File: config.mk
export PLATFORM = sky130hd
export DESIGN_NAME = matmul_operand_sequencer
export DESIGN_NICKNAME = d
export VERILOG_FILES = /design/src/rtl/matmul_operand_sequencer.sv
export SDC_FILE = /design/constraint.sdc
export NUM_CORES = 1
export LEC_CHECK = 0
export CELL_PAD_IN_SITES_DETAIL_PLACEMENT = 0
export CELL_PAD_IN_SITES_GLOBAL_PLACEMENT = 2
export CORE_AREA = 4 4 232 234
export DETAILED_ROUTE_END_ITERATION = 7
export DIE_AREA = 0 0 236 238
export GPL_TIMING_DRIVEN = 0
export PLACE_DENSITY = 0.78
export SYNTH_ARGS = -nofsm -noshare
export SYNTH_HDL_FRONTEND = slang
export SYNTH_SLANG_ARGS = --single-unit
File: constraint.sdc
create_clock -name clk -period 10.3 [get_ports clk]
set_clock_uncertainty 0.15 [all_clocks]
set_input_delay 2.06 -clock clk [delete_from_list [all_inputs] [get_ports clk]]
set_output_delay 2.06 -clock clk [all_outputs]
set_load 0.01 [all_outputs]
File: src/rtl/matmul_operand_sequencer.sv
// Operand address sequencer for C = A*B over row-major A and B.
// Walks k innermost, then n, then m, using adder-only address stepping.
module matmul_operand_sequencer #(
  parameter int DIM_W  = 16,
  parameter int ADDR_W = 32
) (
  input  logic              clk,
  input  logic              rst_n,
  input  logic              start,
  input  logic [DIM_W-1:0]  dim_m,
  input  logic [DIM_W-1:0]  dim_k,
  input  logic [DIM_W-1:0]  dim_n,
  input  logic [ADDR_W-1:0] base_a,
  input  logic [ADDR_W-1:0] base_b,
  output logic              busy,
  output logic              done,
  output logic              out_valid,
  input  logic              out_ready,
  output logic [ADDR_W-1:0] addr_a,
  output logic [ADDR_W-1:0] addr_b,
  output logic [DIM_W-1:0]  row_idx,
  output logic [DIM_W-1:0]  col_idx,
  output logic              first_k,
  output logic              last_k
);

  typedef enum logic [1:0] {
    IDLE,
    RUN,
    FIN
  } state_t;

  localparam logic [DIM_W-1:0]  ONE_D = 1;
  localparam logic [ADDR_W-1:0] ONE_A = 1;

  state_t state, state_nx;

  logic [DIM_W-1:0]  m_dim, k_dim, n_dim;
  logic [DIM_W-1:0]  idx_m, idx_n, idx_k;
  logic [ADDR_W-1:0] base_b_q;
  logic [ADDR_W-1:0] row_a, col_b;
  logic [ADDR_W-1:0] a_q, b_q;
  logic [ADDR_W-1:0] k_step, n_step;

  logic run, xfer, job_ok;
  logic k_end, n_end, m_end;

  assign run    = (state == RUN);
  assign xfer   = run && out_ready;
  assign job_ok = (dim_m != '0) && (dim_k != '0) && (dim_n != '0);

  // Compare against dim-1 so a full-scale dimension never wraps the index.
  assign k_end = (idx_k == k_dim - ONE_D);
  assign n_end = (idx_n == n_dim - ONE_D);
  assign m_end = (idx_m == m_dim - ONE_D);

  assign k_step = ADDR_W'(k_dim);
  assign n_step = ADDR_W'(n_dim);

  assign busy      = run;
  assign out_valid = run;
  assign done      = (state == FIN);
  assign first_k   = run && (idx_k == '0);
  assign last_k    = run && k_end;
  assign addr_a    = a_q;
  assign addr_b    = b_q;
  assign row_idx   = idx_m;
  assign col_idx   = idx_n;

  always_ff @(posedge clk or posedge rst_n) begin
    if (rst_n) state <= IDLE;
    else       state <= state_nx;
  end

  always_comb begin
    state_nx = state;
    unique case (state)
      IDLE: if (start) state_nx = job_ok ? RUN : FIN;
      RUN:  if (xfer && k_end && n_end && m_end) state_nx = FIN;
      FIN:  state_nx = IDLE;
      default: state_nx = IDLE;
    endcase
  end

  // row_a tracks base_a + m*K, col_b tracks base_b + n.
  always_ff @(posedge clk or posedge rst_n) begin
    if (rst_n) begin
      m_dim    <= '0;
      k_dim    <= '0;
      n_dim    <= '0;
      idx_m    <= '0;
      idx_n    <= '0;
      idx_k    <= '0;
      base_b_q <= '0;
      row_a    <= '0;
      col_b    <= '0;
      a_q      <= '0;
      b_q      <= '0;
    end else if (state == IDLE && start && job_ok) begin
      m_dim    <= dim_m;
      k_dim    <= dim_k;
      n_dim    <= dim_n;
      idx_m    <= '0;
      idx_n    <= '0;
      idx_k    <= '0;
      base_b_q <= base_b;
      row_a    <= base_a;
      col_b    <= base_b;
      a_q      <= base_a;
      b_q      <= base_b;
    end else if (xfer) begin
      if (!k_end) begin
        idx_k <= idx_k + ONE_D;
        a_q   <= a_q + ONE_A;
        b_q   <= b_q + n_step;
      end else if (!n_end) begin
        idx_k <= '0;
        idx_n <= idx_n + ONE_D;
        a_q   <= row_a;
        b_q   <= col_b + ONE_A;
        col_b <= col_b + ONE_A;
      end else if (!m_end) begin
        idx_k <= '0;
        idx_n <= '0;
        idx_m <= idx_m + ONE_D;
        row_a <= row_a + k_step;
        a_q   <= row_a + k_step;
        b_q   <= base_b_q;
        col_b <= base_b_q;
      end
    end
  end

endmodule

Word-level counts from Yosys, hierarchy flattened
Index checks and enable logic that the tools add are counted.
Word-level totals
  output and inout port bits: 101
  input port bits: 116
  flip-flop bits (word level): 258
Cells by class
  add/subtract/negate cells: 10
  equal/unequal tests: 10
  mux-type cells: 35
  reduce and logical (&&, ||, !) cells: 22
Operators by type and width (number)
  32-bit two-way mux: 17
  16-bit two-way mux: 14
  32-bit by 1-bit adder with 32-bit output (second input constant): 2
  32-bit by 16-bit adder with 32-bit output: 2
  16-bit by 1-bit adder with 16-bit output (second input constant): 3
  16-bit equality test: 3
  16-bit nonzero test: 3
  16-bit by 1-bit subtractor with 16-bit output (second input constant): 3
  16-bit zero test: 1
  1-bit logical AND: 10
  2-bit two-way mux: 3
  2-bit nonzero test: 3
  2-bit by 1-bit inequality test with 1-bit output (second input constant): 2
  4-bit by 3-bit inequality test with 1-bit output (second input constant): 1
  2-bit one-hot mux with 2 select lines: 1
  2-bit AND reduction: 2
  4-bit AND reduction: 1
  3-bit by 2-bit inequality test with 1-bit output (second input constant): 1
  3-bit AND reduction: 1
  2-bit by 1-bit equality test with 1-bit output (second input constant): 1
  2-bit equality test (second input constant): 1
  2-bit zero test: 1
  2-bit inequality test (second input constant): 1

Longest topological paths before layout
  depth after elaboration: 7
  depth in mapped cells: 16
  mapped depth without buffers: 13

Least setup slack after synthesis
OpenSTA, ideal clock, no wires.
  path type: flip-flop to output port
  start point: reg k_dim[2]
  end point: out last_k
  cell stages (with the launch flop): 10
  path slack: 5.674 ns
  arrival time: 2.416 ns
  path through: dfrtp_1 clkbuf_1 or3_1 o41ai_1 nand2_1 nor3_1 nor4bb_1 nand3_1 clkbuf_1 nor2_1
Between the ends
  cells in the longest elaborated chain, start to end: 3
Ends and longest elaborated chain
  from (decl): RTL line 38  | logic [DIM_W-1:0] m_dim, k_dim, n_dim;
  from (signal assigned): RTL line 101  | k_dim <= dim_k;
  16-bit by 1-bit subtractor with 16-bit output: RTL line 53  | assign k_end = (idx_k == k_dim - ONE_D);
  16-bit equality test: RTL line 53
  1-bit logical AND: RTL line 64  | assign last_k = run && k_end;
  to (decl): RTL line 24  | output logic last_k
No other way between the ends.

Worst setup path in the final report
  start point: reg k_dim[1]
  end point: out last_k
The elaborated chain is that of the path after synthesis.

==> flow_summary.yaml <==
run_status:
  status: "finished, final reports clean"
clocking:
  cts_tree: "built"
  cts.sinks: 258
  cts_max_level: 2
  cts.clk_slew.worst_paths_ps: 60
  cts_buffer_depth: 3
  postCtsHoldBufs: 0
  cts_buffers: 35
  ctsRootBufferMaster: "clkbuf_16"
  post_cts_buffers: 0
  clkLatencyLatePin_ps: 550
  cts_resized: 0
worst_setup_path:
  cp_slowest_cell: "clkdlybuf4s50_1"
  cp-start-kind: "flop"
  slowest_delay_ps: 640
  end_kind: "output port"
  reg2reg_depth: 14
  worst-endpoint-arrival_ps: 4570
  path_class: "reg -> out"
  crit_fanout: 10
  reg2reg_from: "n_dim[1]"
  required_ps: 8090
  r2r-end: "col_idx[1]"
  reg2reg_setup_slack_ps: 5050
  worstPathCellList: "inv_1 -> ha_1 -> nor4b_4 -> o311ai_0 -> mux2_2 -> nor3_1 -> nor4bb_1 -> nand3_1 -> clkbuf_1 -> nor2_1 -> clkdlybuf4s50_1"
drt:
  via_per_inst: 5.63
  drtAntennaViolNets: 0
  initialDrtViolationCount: 1617
  drc_errors: 0
  post_drt_wl_per_cell_um: 24.8
  vias: 17500
  first_pass_iters: 5
  routed_wl_um: 76900
timing:
  finalWorstSetupSlack_ps: 3520
  rsz0062_at_grt: "no"
  tightest_slew_ps: 1430
  setup_viol: 0
  fin_tns_setup_ps: 0
  hold_ws_ps: 309
  fmax_ghz: 0.148
  period_minus_slack_ps: 6780
  max_slew_margin_pct: 3.17
  drv_slew: 0
  timing.final.crit_share_pct: 65.8
  finalHoldViolCount: 0
place:
  port_buffers: 216
  globalplace.congestion: 0.906
  dpl-instance-area_um2: 20500
  hpwl_um: 56800
  dpl.cell_count: 3042
  pre_cts_ws_ps: 3090
yosys:
  syn_nets: 2293
  ys.flop_type: "dfrtp_1"
  synth-seq-area-share_pct: 37.2
  synthCells: 2134
  avgSynthCellArea_um2: 8.14
  syn-cell-area_um2: 17400
  synth_edf_count: 0
  ys_ff_latch: 258
  async_flop_share_pct: 100
  synth.distinct_cells: 91
  synth-warning-count: 0
layout:
  fillCellCount: 5321
  instances_no_fill: 3101
  final_common_cell: "nand2_1"
  n_antenna_cell: 0
  layout_common_cells: "nand2_1 (399), dfrtp_1 (258), nor2_1 (223), clkdlybuf4s50_1 (216), a21oi_1 (140)"
  final_util_pct: 41.5
  drive_gt1_share_pct: 5.30
  nNetsFinal: 2550
  synthToLayoutAreaGrowth_pct: 24.4
  fin_area_um2: 21600
grt:
  grt_max_degree: 97
  gr-total-overflow: 0
  grt_pass1_vias: 17100
  grt_antenna_before_repair: 3
  grt_pass1_wl_um: 113000
  grt_usage_pct: 26.4
run:
  maxCapViolations: 0
worst_hold_path:
  hold-path-cell-count: 2
  hold_path_class: "reg -> reg"
  hold_end: "base_b_q[23]"
  worstHoldStart: "base_b_q[23]"
pwr:
  p_per_area_nw_per_um2: 153
  finalPower_mw: 3.30
  p_leak_nw: 9.29
  vdd_drop_max_mv: 0.0831
floorplan:
  die_area_um2: 56200
  fp.dieW_um: 236
  rows: 84
  coreArea_um2: 52000
  ios: 217
  initial_core_util_pct: 33.4
  die_h_um: 238
per-layer routing:
layer / vias to the layer above / GRT usage (%) / part of all wire (%)
met5: - / 0 / 0.035
met4: 4 / 9.33 / 3.6
met3: 156 / 5.03 / 8.2
met2: 757 / 42.0 / 45
met1: 8513 / 36.2 / 43
li1: 8028 / - / -
state kept, by name (all words and copies together) (netlist names):
register and cells:
row_idx 16, n_dim 16, state 2, idx_k 16, col_b 32, m_dim 16
k_dim 16, col_idx 16, addr_a 32, addr_b 32, base_b_q 32, row_a 32
power by group:
part	switching, mW	internal, mW
registers	0.175	1.12
logic	0.385	0.390
clock network	0.495	0.739
kinds of logic (layout without fill, tap and decap cells):
family / count (synthesis) / in the layout / share of synthesized area, %
AO/OA/AOI/OAI: 429 / 429 / 15.2
XOR/XNOR: 196 / 196 / 9.96
adder cells (fa/ha/maj): 43 / 43 / 3.18
buffers and inverters: 157 / 436 / 3.69
flip-flops: 258 / 258 / 37.2
multiplexers: 49 / 49 / 2.85
AND/OR/NAND/NOR: 1002 / 1002 / 27.9
cell type report:
class | instances | area [µm²] | share of cell area [%]
clock inverter | 9 | 97.6 | 0.452
tap | 688 | 861 | 3.98
timing repair buffer | 220 | 2230 | 10.3
sequential | 258 | 6460 | 29.9
buffer | 116 | 487 | 2.25
inverter | 41 | 161 | 0.747
multi-input combinational | 1719 | 10300 | 47.6
clock buffer | 50 | 1020 | 4.74
how the worst max path moves through the flow:
| stage | end | from | depth (start not counted) | slack [ps] |
|---|---|---|---|---|
| floorplan | addr_a[0] | rst_n | 1 | 990 |
| global placement | addr_b[24] | rst_n | 2 | -3340 |
| detailed placement | addr_a[14] | dim_n[3] | 11 | 3090 |
| CTS | last_k | k_dim[1] | 11 | 3570 |
| global route | last_k | k_dim[1] | 11 | 3270 |
| finish | last_k | k_dim[1] | 11 | 3520 |
synthesized netlist by cell type (all sizes together), types with 13 or more instances:
library cell,number,area [µm²]
a211oi,18,135
a21oi,141,709
a31oi,17,106
and3,39,244
buf,33,175
clkbuf,83,312
dfrtp,258,6460
ha,41,513
inv,41,154
mux2i,45,450
nand2,399,1500
nand2b,13,81.3
nand3,62,310
nand4,51,325
nor2,224,841
nor3,75,425
nor4,32,258
o211ai,20,150
o21ai,118,594
o31ai,15,113
or3,21,136
xnor2,101,885
xor2,94,823
worst max-delay path: cells and delay by family, from the launching register on:
family          cells  cell delay (ps)
fa+ha+maj           1              260
compound gates      1              190
mux                 1              330
flops               1              470
simple gates        5             1370
buf+inv             3             1390
Power figures use the tool's default switching activity.
